$ cat src/rtl/cache_miss_controller.sv
// Data-cache miss controller: services read misses from main memory with a
// one-cycle fill, forwards stores write-through, and guards both with a watchdog.
module cache_miss_controller #(
    parameter int TIMEOUT   = 64,
    parameter int CNT_WIDTH = 32
) (
    input  logic                 clk,
    input  logic                 rst,
    input  logic                 MemReadM,
    input  logic                 MemWriteM,
    input  logic [31:0]          ALUResultM,
    input  logic [31:0]          WriteDataM,
    input  logic                 Hit,
    output logic                 StallM,
    output logic                 FillEn,
    output logic [31:0]          FillAddr,
    output logic [31:0]          FillData,
    output logic                 mem_req,
    output logic                 mem_we,
    output logic [31:0]          mem_addr,
    output logic [31:0]          mem_wdata,
    input  logic                 mem_ack,
    input  logic [31:0]          mem_rdata,
    output logic                 MemErr,
    output logic [CNT_WIDTH-1:0] read_miss_cnt,
    output logic [CNT_WIDTH-1:0] write_cnt
);

    typedef enum logic [1:0] {IDLE, RD_REQ, FILL, WR_REQ} state_t;

    localparam int TW = (TIMEOUT > 2) ? $clog2(TIMEOUT) : 1;
    localparam logic [TW-1:0] TMO_LAST = TW'((TIMEOUT > 0) ? TIMEOUT - 1 : 0);
    localparam logic [CNT_WIDTH-1:0] CNT_MAX = '1;

    state_t                 state_reg, state_next;
    logic [TW-1:0]          tmo_reg;
    logic [31:0]            addr_reg, wdata_reg;
    logic [31:0]            fill_addr_reg, fill_data_reg;
    logic                   mem_err_reg;
    logic [CNT_WIDTH-1:0]   rd_cnt_reg, wr_cnt_reg;

    logic                   tmo_hit;
    logic                   start_wr, start_rd;
    logic                   stall;
    logic [31:0]            aligned_addr;
    logic                   unused_addr_bits;

    assign aligned_addr     = {ALUResultM[31:2], 2'b00};
    assign unused_addr_bits = ^ALUResultM[1:0];

    always_comb begin
        tmo_hit    = (TIMEOUT > 0) && (tmo_reg == TMO_LAST) && !mem_ack;
        start_wr   = (state_reg == IDLE) && MemWriteM;
        start_rd   = (state_reg == IDLE) && !MemWriteM && MemReadM && !Hit;
        state_next = state_reg;
        stall      = 1'b0;
        case (state_reg)
            IDLE: begin
                stall = MemWriteM || (MemReadM && !Hit);
                if (start_wr)
                    state_next = WR_REQ;
                else if (start_rd)
                    state_next = RD_REQ;
            end
            RD_REQ: begin
                stall = 1'b1;
                if (mem_ack || tmo_hit)
                    state_next = FILL;
            end
            FILL: begin
                stall      = 1'b1;
                state_next = IDLE;
            end
            WR_REQ: begin
                // The store retires on the ack (or abort) edge, so release the pipeline now.
                stall = !(mem_ack || tmo_hit);
                if (mem_ack || tmo_hit)
                    state_next = IDLE;
            end
            default: state_next = IDLE;
        endcase
        // Detection is combinational from pipeline inputs; hold it quiet while in reset.
        StallM = stall && rst;
    end

    always_ff @(posedge clk or negedge rst) begin
        if (!rst) begin
            state_reg     <= IDLE;
            tmo_reg       <= '0;
            addr_reg      <= '0;
            wdata_reg     <= '0;
            fill_addr_reg <= '0;
            fill_data_reg <= '0;
            mem_err_reg   <= 1'b0;
            rd_cnt_reg    <= '0;
            wr_cnt_reg    <= '0;
        end else begin
            state_reg <= state_next;

            if (start_wr) begin
                addr_reg  <= aligned_addr;
                wdata_reg <= WriteDataM;
                if (wr_cnt_reg != CNT_MAX)
                    wr_cnt_reg <= wr_cnt_reg + CNT_WIDTH'(1);
            end else if (start_rd) begin
                addr_reg <= aligned_addr;
                if (rd_cnt_reg != CNT_MAX)
                    rd_cnt_reg <= rd_cnt_reg + CNT_WIDTH'(1);
            end

            if (state_reg == IDLE)
                tmo_reg <= '0;
            else if (mem_req && !mem_ack && (tmo_reg != TMO_LAST))
                tmo_reg <= tmo_reg + TW'(1);

            if (state_reg == RD_REQ) begin
                if (mem_ack) begin
                    fill_addr_reg <= addr_reg;
                    fill_data_reg <= mem_rdata;
                end else if (tmo_hit) begin
                    fill_addr_reg <= addr_reg;
                    fill_data_reg <= '0;
                    mem_err_reg   <= 1'b1;
                end
            end

            if ((state_reg == WR_REQ) && tmo_hit)
                mem_err_reg <= 1'b1;
        end
    end

    assign mem_req       = (state_reg == RD_REQ) || (state_reg == WR_REQ);
    assign mem_we        = (state_reg == WR_REQ);
    assign mem_addr      = addr_reg;
    assign mem_wdata     = wdata_reg;
    assign FillEn        = (state_reg == FILL);
    assign FillAddr      = fill_addr_reg;
    assign FillData      = fill_data_reg;
    assign MemErr        = mem_err_reg;
    assign read_miss_cnt = rd_cnt_reg;
    assign write_cnt     = wr_cnt_reg;

endmodule

$ cat config.mk
export PLATFORM = sky130hd
export DESIGN_NAME = cache_miss_controller
export DESIGN_NICKNAME = d
export VERILOG_FILES = /design/src/rtl/cache_miss_controller.sv
export SDC_FILE = /design/constraint.sdc
export NUM_CORES = 1
export LEC_CHECK = 0
export CAP_MARGIN = 20
export CORE_MARGIN = 10
export CORE_UTILIZATION = 41
export CTS_BUF_LIST = sky130_fd_sc_hd__clkbuf_4 sky130_fd_sc_hd__clkbuf_8 sky130_fd_sc_hd__clkbuf_16
export CTS_CLUSTER_DIAMETER = 30
export DETAILED_ROUTE_END_ITERATION = 16
export PLACE_DENSITY = 0.77
export SKIP_LAST_GASP = 1
export SLEW_MARGIN = 20
export SYNTH_ARGS = -nofsm -noshare
export SYNTH_HDL_FRONTEND = slang
export SYNTH_SLANG_ARGS = --single-unit
$ cat constraint.sdc
create_clock -name clk -period 1.9 [get_ports clk]
set_input_delay 0.475 -clock clk [delete_from_list [all_inputs] [get_ports clk]]
set_output_delay 0.475 -clock clk [all_outputs]
set_load 0.02 [all_outputs]
Word-level counts from Yosys, hierarchy flattened
Cells that the tools add are included. W data, S select, Z words.

Output and inout bits: 197. Flip-flop bits (word level): 201. Bits of input ports: 102. Logic and storage cells: 71.

Reductions and logical operators: 29. Equality and inequality tests: 11. Bitwise logic cells: 1. Add/sub/neg operators: 3. Mux-type cells: 18.

Operators by type and width (number): $mux W32 (6); $add A32 B1 Y32 const B (2); $ne A32 B32 Y1 const B (2); $mux W6 (2); $logic_and A1 B1 Y1 (10); $reduce_bool A2 Y1 (5); $reduce_and A3 Y1 (3); $mux W2 (4); $pmux W2 S4 (1); $add A6 B1 Y6 const B (1); $eq A6 B6 Y1 const B (1); $ne A6 B6 Y1 const B (1); $eq A2 B2 Y1 const B (2); $logic_not A1 Y1 (4); $mux W1 (4); $ne A2 B1 Y1 const B (2); $reduce_and A2 Y1 (2); $logic_or A1 B1 Y1 (3); $ne A3 B3 Y1 const B (1); $pmux W1 S3 (1); $eq A2 B1 Y1 const B (1); $logic_not A2 Y1 (1); $ne A2 B2 Y1 const B (1); $reduce_or A2 Y1 (1); $not A1 Y1 (1).

Longest topological paths before layout
Gate-level depths: netlist of the first run.

Depth after elaboration: 7. Mapped depth: 9. Mapped depth without buffers: 7.

Worst setup path before layout of the first run
No wires, ideal clock.

Path type: reg-to-reg. Start point: register state_reg[0]. End point: register wr_cnt_reg[26] (netlist: write_cnt[26]). Arrival: 1864 ps. Required time: 1770 ps. Cell stages (with the launch flop): 10. Clock period less this slack: 1994 ps. Slack: -94 ps. Buffers on the path: 2. Path through: dfrtp_1 -> inv_1 -> ha_1 -> buf_2 -> and2_1 -> buf_4 -> nand3_1 -> nor4_4 -> nand4_1 -> xnor2_1.

Longest elaborated chain between the ends: 3.

RTL lines: start, declared (line 35) `state_t state_reg, state_next;`; start signal, assigned (line 98) `state_reg <= state_next;`; $logic_not A2 Y1 (line 53) `start_wr = (state_reg == IDLE) && MemWriteM;`; $logic_and A1 B1 Y1 (line 53); $reduce_and A2 Y1 (no line); end signal, assigned (line 104) `wr_cnt_reg <= wr_cnt_reg + CNT_WIDTH'(1);`; end, declared (line 40) `logic [CNT_WIDTH-1:0] rd_cnt_reg, wr_cnt_reg;`.

No other way between the ends. A chain may end at the register's enable or synchronous reset.

Worst setup path in the final report of the first run
Start point: register tmo_reg[0]. End point: output port StallM.

Longest elaborated chain between the ends: 6.

RTL lines: start, declared (line 36) `logic [TW-1:0] tmo_reg;`; start signal, assigned (line 114) `tmo_reg <= tmo_reg + TW'(1);`; $eq A6 B6 Y1 (line 52) `tmo_hit = (TIMEOUT > 0) && (tmo_reg == TMO_LAST) && !mem_ack;`; $logic_and A1 B1 Y1 (line 52); $logic_or A1 B1 Y1 (line 76) `stall = !(mem_ack || tmo_hit);`; $logic_not A1 Y1 (line 76); $pmux W1 S3 (line 57) `case (state_reg)`; $logic_and A1 B1 Y1 (line 83) `StallM = stall && rst;`; end, declared (line 14) `output logic StallM,`.

No other way between the ends.

==> out/results.ini, run 1 <==
[outcome]
run_status = finished with violations
violations = setup timing

[cells_and_area]
drive_above_1_share_pct = 25.9
regArea_sq_um = 4930
nFillCells = 1425
layout.nets = 1104
stdcell_count = 1271
design_area_sq_um = 13200
area_delta_synth_final_pct = 60.5
n_antenna_cell = 0
multi_input_area_sq_um = 3420
postLayoutCoreUtil_pct = 67.2

[setup_path]
worstPathArrival_ns = 1.77
reg2reg_from = state_reg[1]
critPathKind = reg -> out
cp-start-kind = flop
required_ns = 1.42
r2r-end = read_miss_cnt[27]
regToRegSetupSlack_ns = -0.03
end_kind = output port
crit_fanout = 2
r2r_cells = 8

[placed_design]
dp.cells = 1218
gp_congestion = 0.772
place_area_sq_um = 12100
portBuffers = 292
dp_hpwl_microns = 17600

[timing]
fin_crit_sh_pct = 118
finalSetupViolations = 23
max-slew-margin-rel_pct = 39.8
hold_viol = 0
tightest_slew_ns = 0.903
slew_viol_final = 0
rsz0062_at_grt = yes
period_minus_slack_ns = 2.25
clock.fmax_mhz = 445
tns_ns = -0.911
skew_ns = 0.0109
layout_setup_ws_ns = -0.346

[power]
peakVddDrop_v = 0.000696
totalPowerFinal_mw = 19.0
powerDensity_nw_per_um2 = 1440
p_leak_nw = 6.83

[detailed_routing]
drt_first_pass_iters = 4
drc = 0
wl_per_cell_microns = 19.8
first_iter_violations = 322
route.vias.total = 6360
viasPerCell = 5.00
routed_wirelength_microns = 25100
drtAntennaViolNets = 0

[cts]
numCtsBuffers = 17
cts_tree = yes
clk_pin_slew_ns = 0.07
cts_root_buffer = clkbuf_16
cts.sinks = 197
clk_latency_ns = 0.43
holdBufCountCts = 0
cts_buffer_depth = 2
cts_max_level = 4

[yosys]
syn_inst = 605
synth_cell_types = 49
ys_seq_area_share_pct = 60.1
synth_edf_count = 0
syn_avg_cell_area_sq_um = 13.6
synth_fa_ha_area_share_pct = 1.22
synth_top_family_by_area = multiplexers
netlist_area_sq_um = 8210
synth-compound-area-share_pct = 5.32
synthMuxAreaShare_pct = 13.1
yosys_most_used_dff = dfrtp_1
synth_warnings = 0
synth_xor_area_share_pct = 6.83
ys_async_sr_fraction_pct = 100
ys_ff_latch = 197
synth_simple_gate_area_share_pct = 11.7

[floorplanning]
pin_count = 299
die-area_sq_um = 26100
fp.dieW_microns = 161
rows = 51
core_area_sq_um = 19600
start_util_pct = 41.9
die_h_microns = 161

[global_route]
grt_usage_pct = 17.7
grt_first_pass_wirelength_microns = 36800
grt_pass1_vias = 6439
antenna_found_initial = 0
overflow = 0
grt_max_degree = 128

[hold_path]
min_path_type = in -> async

[flow_run]
cap_violations = 0

==> through the flow <==
| stage | hold slack, ns | worst slack (ns) |
|---|---|---|
| finish | 0.219 | -0.346 |
| global route | 0.328 | -0.438 |
| CTS | 0.302 | -0.354 |
| detailed placement | 0.451 | -0.823 |
| global placement | 0.443 | -0.828 |
| floorplan | 0.179 | -0.0388 |
==> cell usage after synthesis (2+ instances only) <==
master | instances | share of area, %
nand3_2 | 2 | 0.24
a22o_1 | 32 | 3.4
nor4b_4 | 2 | 0.58
nor4_1 | 2 | 0.15
nor4_2 | 2 | 0.30
clkbuf_1 | 11 | 0.50
nor2_1 | 26 | 1.2
a211oi_2 | 2 | 0.30
nand4_1 | 19 | 1.4
xnor2_1 | 42 | 4.5
buf_4 | 5 | 0.46
mux2i_1 | 2 | 0.24
nor4_4 | 2 | 0.52
ha_1 | 8 | 1.2
nand2_1 | 29 | 1.3
mux2_1 | 32 | 4.4
a21oi_1 | 5 | 0.30
dfrtp_1 | 197 | 60
and2_1 | 4 | 0.30
nor3_1 | 6 | 0.37
inv_1 | 7 | 0.32
nand3_1 | 28 | 1.7
buf_2 | 7 | 0.43
a31oi_1 | 2 | 0.15
o21ai_1 | 2 | 0.12
mux2_2 | 62 | 8.5
and4_1 | 8 | 0.85
and3_1 | 15 | 1.1
nor2b_1 | 3 | 0.23
xor2_1 | 22 | 2.3
==> power breakdown <==
part / switching [mW] / internal [mW] / total, mW
combinational: 4.28 / 4.22 / 8.50
sequential: 0.856 / 5.66 / 6.51
clock: 1.71 / 2.25 / 3.96
==> critical path, cell delays in order (launching register included) <==
cell and delay, ns:
dfrtp_1 0.37, ha_2 0.19, and3_4 0.18, and3_4 0.19, nor2_4 0.04, a211oi_2 0.19
nor2_2 0.07, buf_6 0.13
==> placed cells by master (no fill, tap or decap), drive strengths merged, types with 2 or more instances in the layout <==
cell           netlist  layout
a211oi               3       3
a21oi                5       5
a22o                32      32
a311oi               2       2
a31oi                2       2
and2                 4       4
and3                15      15
and4                 8       8
and4bb               2       2
buf                 12      98
bufinv               0       4
clkbuf              11      22
clkdlybuf4s50        0     100
clkinv               0       2
clkinvlp             0       2
conb                 1       4
dfrtp              197     197
dlygate4sd2          0     128
dlymetal6s2s         0      59
ha                   8       8
inv                  7      13
mux2                94      94
mux2i                2       2
nand2               29      29
nand3               31      31
nand4               20      20
nor2                26      26
nor2b                3       3
nor3                 7       7
nor4                 6       6
nor4b                3       3
o21ai                3       3
o31ai                2       2
xnor2               42      42
xor2                22      22
==> per-layer routing <==
metal | vias up | part of all wire (%) | global-route usage, %
met3 | 25 | 7.1 | 6.41
li1 | 2930 | - | -
met2 | 210 | 50 | 29.4
met1 | 3195 | 41 | 21.0
met4 | 0 | 1.6 | 5.25
met5 | - | 0 | 0
==> repair_timing <==
item                                    CTS  global route
buffers inserted                          1            15
pin swaps                                 9            17
endpoints found under the setup margin  266           182
hold endpoints to repair                  0             0
resized for setup                       161           103
cloned                                    0             6
==> area by class of cell <==
type                            instances  share of cell area [%]
Tap cell                              265                    2.52
Timing Repair Buffer                  390                    29.1
Clock buffer                           17                    3.23
Inverter                                7                   0.199
Clock inverter                         14                    1.63
Multi-Input combinational cell        381                    25.9
Sequential cell                       197                    37.4
==> logic make-up after synthesis <==
group,Yosys count
compound gates,52
xor+xnor,64
fa+ha+maj,8
buf+inv,30
flops,197
mux,96
other cells,1
simple gates,157
==> worst max-delay path by stage <==
stage                          start            to  slack, ns  cells after the start
final                     tmo_reg[0]        StallM      -0.35                      7
after global routing      tmo_reg[0]        StallM      -0.44                      7
after CTS                 tmo_reg[0]        StallM      -0.35                      7
after detailed placement    MemReadM        StallM      -0.82                      6
after global placement      MemReadM        StallM      -0.83                      6
after floorplan           tmo_reg[0]  FillAddr[10]      -0.04                      6
(Power assumes the default switching activity.)
==> run 2: changes to the inputs <==
--- a/config.mk
+++ b/config.mk
@@ -12,6 +12,7 @@
 export CTS_CLUSTER_DIAMETER = 30
 export DETAILED_ROUTE_END_ITERATION = 16
 export PLACE_DENSITY = 0.77
+export RECOVER_POWER = 100
 export SKIP_LAST_GASP = 1
 export SLEW_MARGIN = 20
 export SYNTH_ARGS = -nofsm -noshare
==> constraint.sdc (replaced) <==
create_clock -name clk -period 1.9 [get_ports clk]
set_input_delay 0.475 -clock clk [delete_from_list [all_inputs] [get_ports clk]]
set_output_delay 0.475 -clock clk [all_outputs]
set_load 0.005 [all_outputs]
==> run 2 against run 1 <==
Net effect: largest cell class unchanged; worst setup slack improved by 0.0081 ns; sequential share of layout area down 0.79 points; hold slack better by 0.25 ns; global-route usage increased by 1.9 points; clock-buffer cell count unchanged; total power decreased by 4.6%; maximum frequency rose by 0.36%; final cell count increased by 3.5%; the run still ends with setup timing left; first-iteration DRC count grew 15%.
==> out/results.ini, run 2 (synthesis gave the netlist of run 1 again) <==
[cts]
clk_pin_slew_ns = 0.07
clk_latency_ns = 0.43
cts_max_level = 4
cts.sinks = 197
holdBufCountCts = 0
cts_buffer_depth = 2
numCtsBuffers = 17
cts_root_buffer = clkbuf_16
cts_tree = yes

[cells_and_area]
area_delta_synth_final_pct = 64.0
final_common_cell = clkdlybuf4s50_1
layout_common_cells = 251 x clkdlybuf4s50_1, 195 x dfrtp_1, 90 x buf_4
layout.nets = 1149
n_antenna_cell = 0
design_area_sq_um = 13500
drive_above_1_share_pct = 28.5
stdcell_count = 1316

[placed_design]
dp_hpwl_microns = 18800
place_area_sq_um = 12000
gp_congestion = 0.795
dp.cells = 1217
portBuffers = 292

[setup_path]
timing.critical_path.slowest_cell_delay_ns = 0.36
path_delay_family = simple AND/OR/NAND/NOR gates
worstPathArrival_ns = 1.76
critPathKind = reg -> out
crit_chain = ha_2 > and3_4 > and3_4 > nor2_4 > a211oi_2 > nor2_1 > buf_2
cp_slowest_cell = dfrtp_1
required_ns = 1.42
path_buf_inv = 1
cp-start-kind = flop
path_common_cell = and3_4
end_kind = output port
crit_fanout = 2

[floorplanning]
die_h_microns = 161
start_util_pct = 41.9
core_area_sq_um = 19600
fp.dieW_microns = 161
rows = 51
pin_count = 299
die-area_sq_um = 26100

[global_route]
overflow = 0
antenna_found_initial = 0
grt_usage_pct = 19.6
grt_pass1_vias = 6931
grt_first_pass_wirelength_microns = 40300
grt_max_degree = 148

[timing]
slew_viol_final = 0
fin_crit_sh_pct = 118
layout_setup_ws_ns = -0.338
tightest_slew_ns = 1.36
clock.fmax_mhz = 447
hold_viol = 0
tns_ns = -22.85
skew_ns = 0.0116
whs_ns = 0.468
max-slew-margin-rel_pct = 9.24
finalSetupViolations = 140
rsz0062_at_grt = yes
period_minus_slack_ns = 2.24

[detailed_routing]
drc = 0
drtAntennaViolNets = 0
routed_wirelength_microns = 27200
first_iter_violations = 371
viasPerCell = 5.06
wl_per_cell_microns = 20.7
drt_first_pass_iters = 4
route.vias.total = 6660

[flow_run]
cap_violations = 0

[power]
peakVddDrop_v = 0.000738
powerDensity_nw_per_um2 = 1340
p_leak_nw = 6.08
totalPowerFinal_mw = 18.1

[hold_path]
min_path_type = reg -> reg

[outcome]
violations = setup timing
run_status = finished with violations

run 2: cell count changes in the layout (fill, tap and decap cells not counted), sizes merged:
cell,delta
clkdlybuf4s25,+14
clkbuf,+24
dlygate4sd3,+1
clkinvlp,+2
bufinv,-2
dlygate4sd2,-109
buf,+23
clkdlybuf4s50,+151
dlymetal6s2s,-59
run 2: layer usage:
| layer | wire (microns) | track usage (%) | up-vias |
|---|---|---|---|
| met3 | 1980 | 7.19 | 37 |
| met2 | 13900 | 33.7 | 226 |
| met1 | 10900 | 22.4 | 3370 |
| met4 | 422 | 5.58 | 0 |
| met5 | 0 | 0 | - |
| li1 | - | - | 3027 |
run 2: cell type report:
cell class / count / area [sq um]
fill: 1459 / 6130
clock buffer: 17 / 425
timing repair buffer: 435 / 4140
clock inverter: 14 / 168
sequential: 197 / 4930
inverter: 7 / 26.3
multi-input combinational: 381 / 3440
tap: 265 / 332
run 2: path summary, 6_finish.rpt:
path                            slack (ns)  startpoint       endpoint  cells after the start
worst max-delay path                 -0.34  tmo_reg[1]         StallM                      7
worst min-delay path                  0.47      MemErr         MemErr                      1
worst max register to register       -0.31  tmo_reg[1]   FillAddr[25]                     10
worst min register to register        0.47      MemErr         MemErr                      1
max in group asynchronous             0.11         rst   FillData[28]                      3
min in group asynchronous             0.60         rst  write_cnt[12]                      2
run 2: through the flow:
step	util, %	setup slack (ns)
floorplan	-	0.00758
global placement	61.4	-0.459
detailed placement	61.4	-0.499
CTS	66.7	-0.357
global route	68.7	-0.437
finish	68.7	-0.338
run 2: repair_timing:
item                       4_1_cts  5_1_grt
resized for setup               78       82
hold endpoints to repair         0        0
buffers inserted                28       38
pin swaps                       21       38
cloned                           4        2
setup endpoints to repair       90      162
run 2: power breakdown:
group | internal [mW] | total [mW] | switching, mW
combinational | 5.08 | 7.82 | 2.74
clock | 1.98 | 3.70 | 1.72
sequential | 5.66 | 6.59 | 0.931
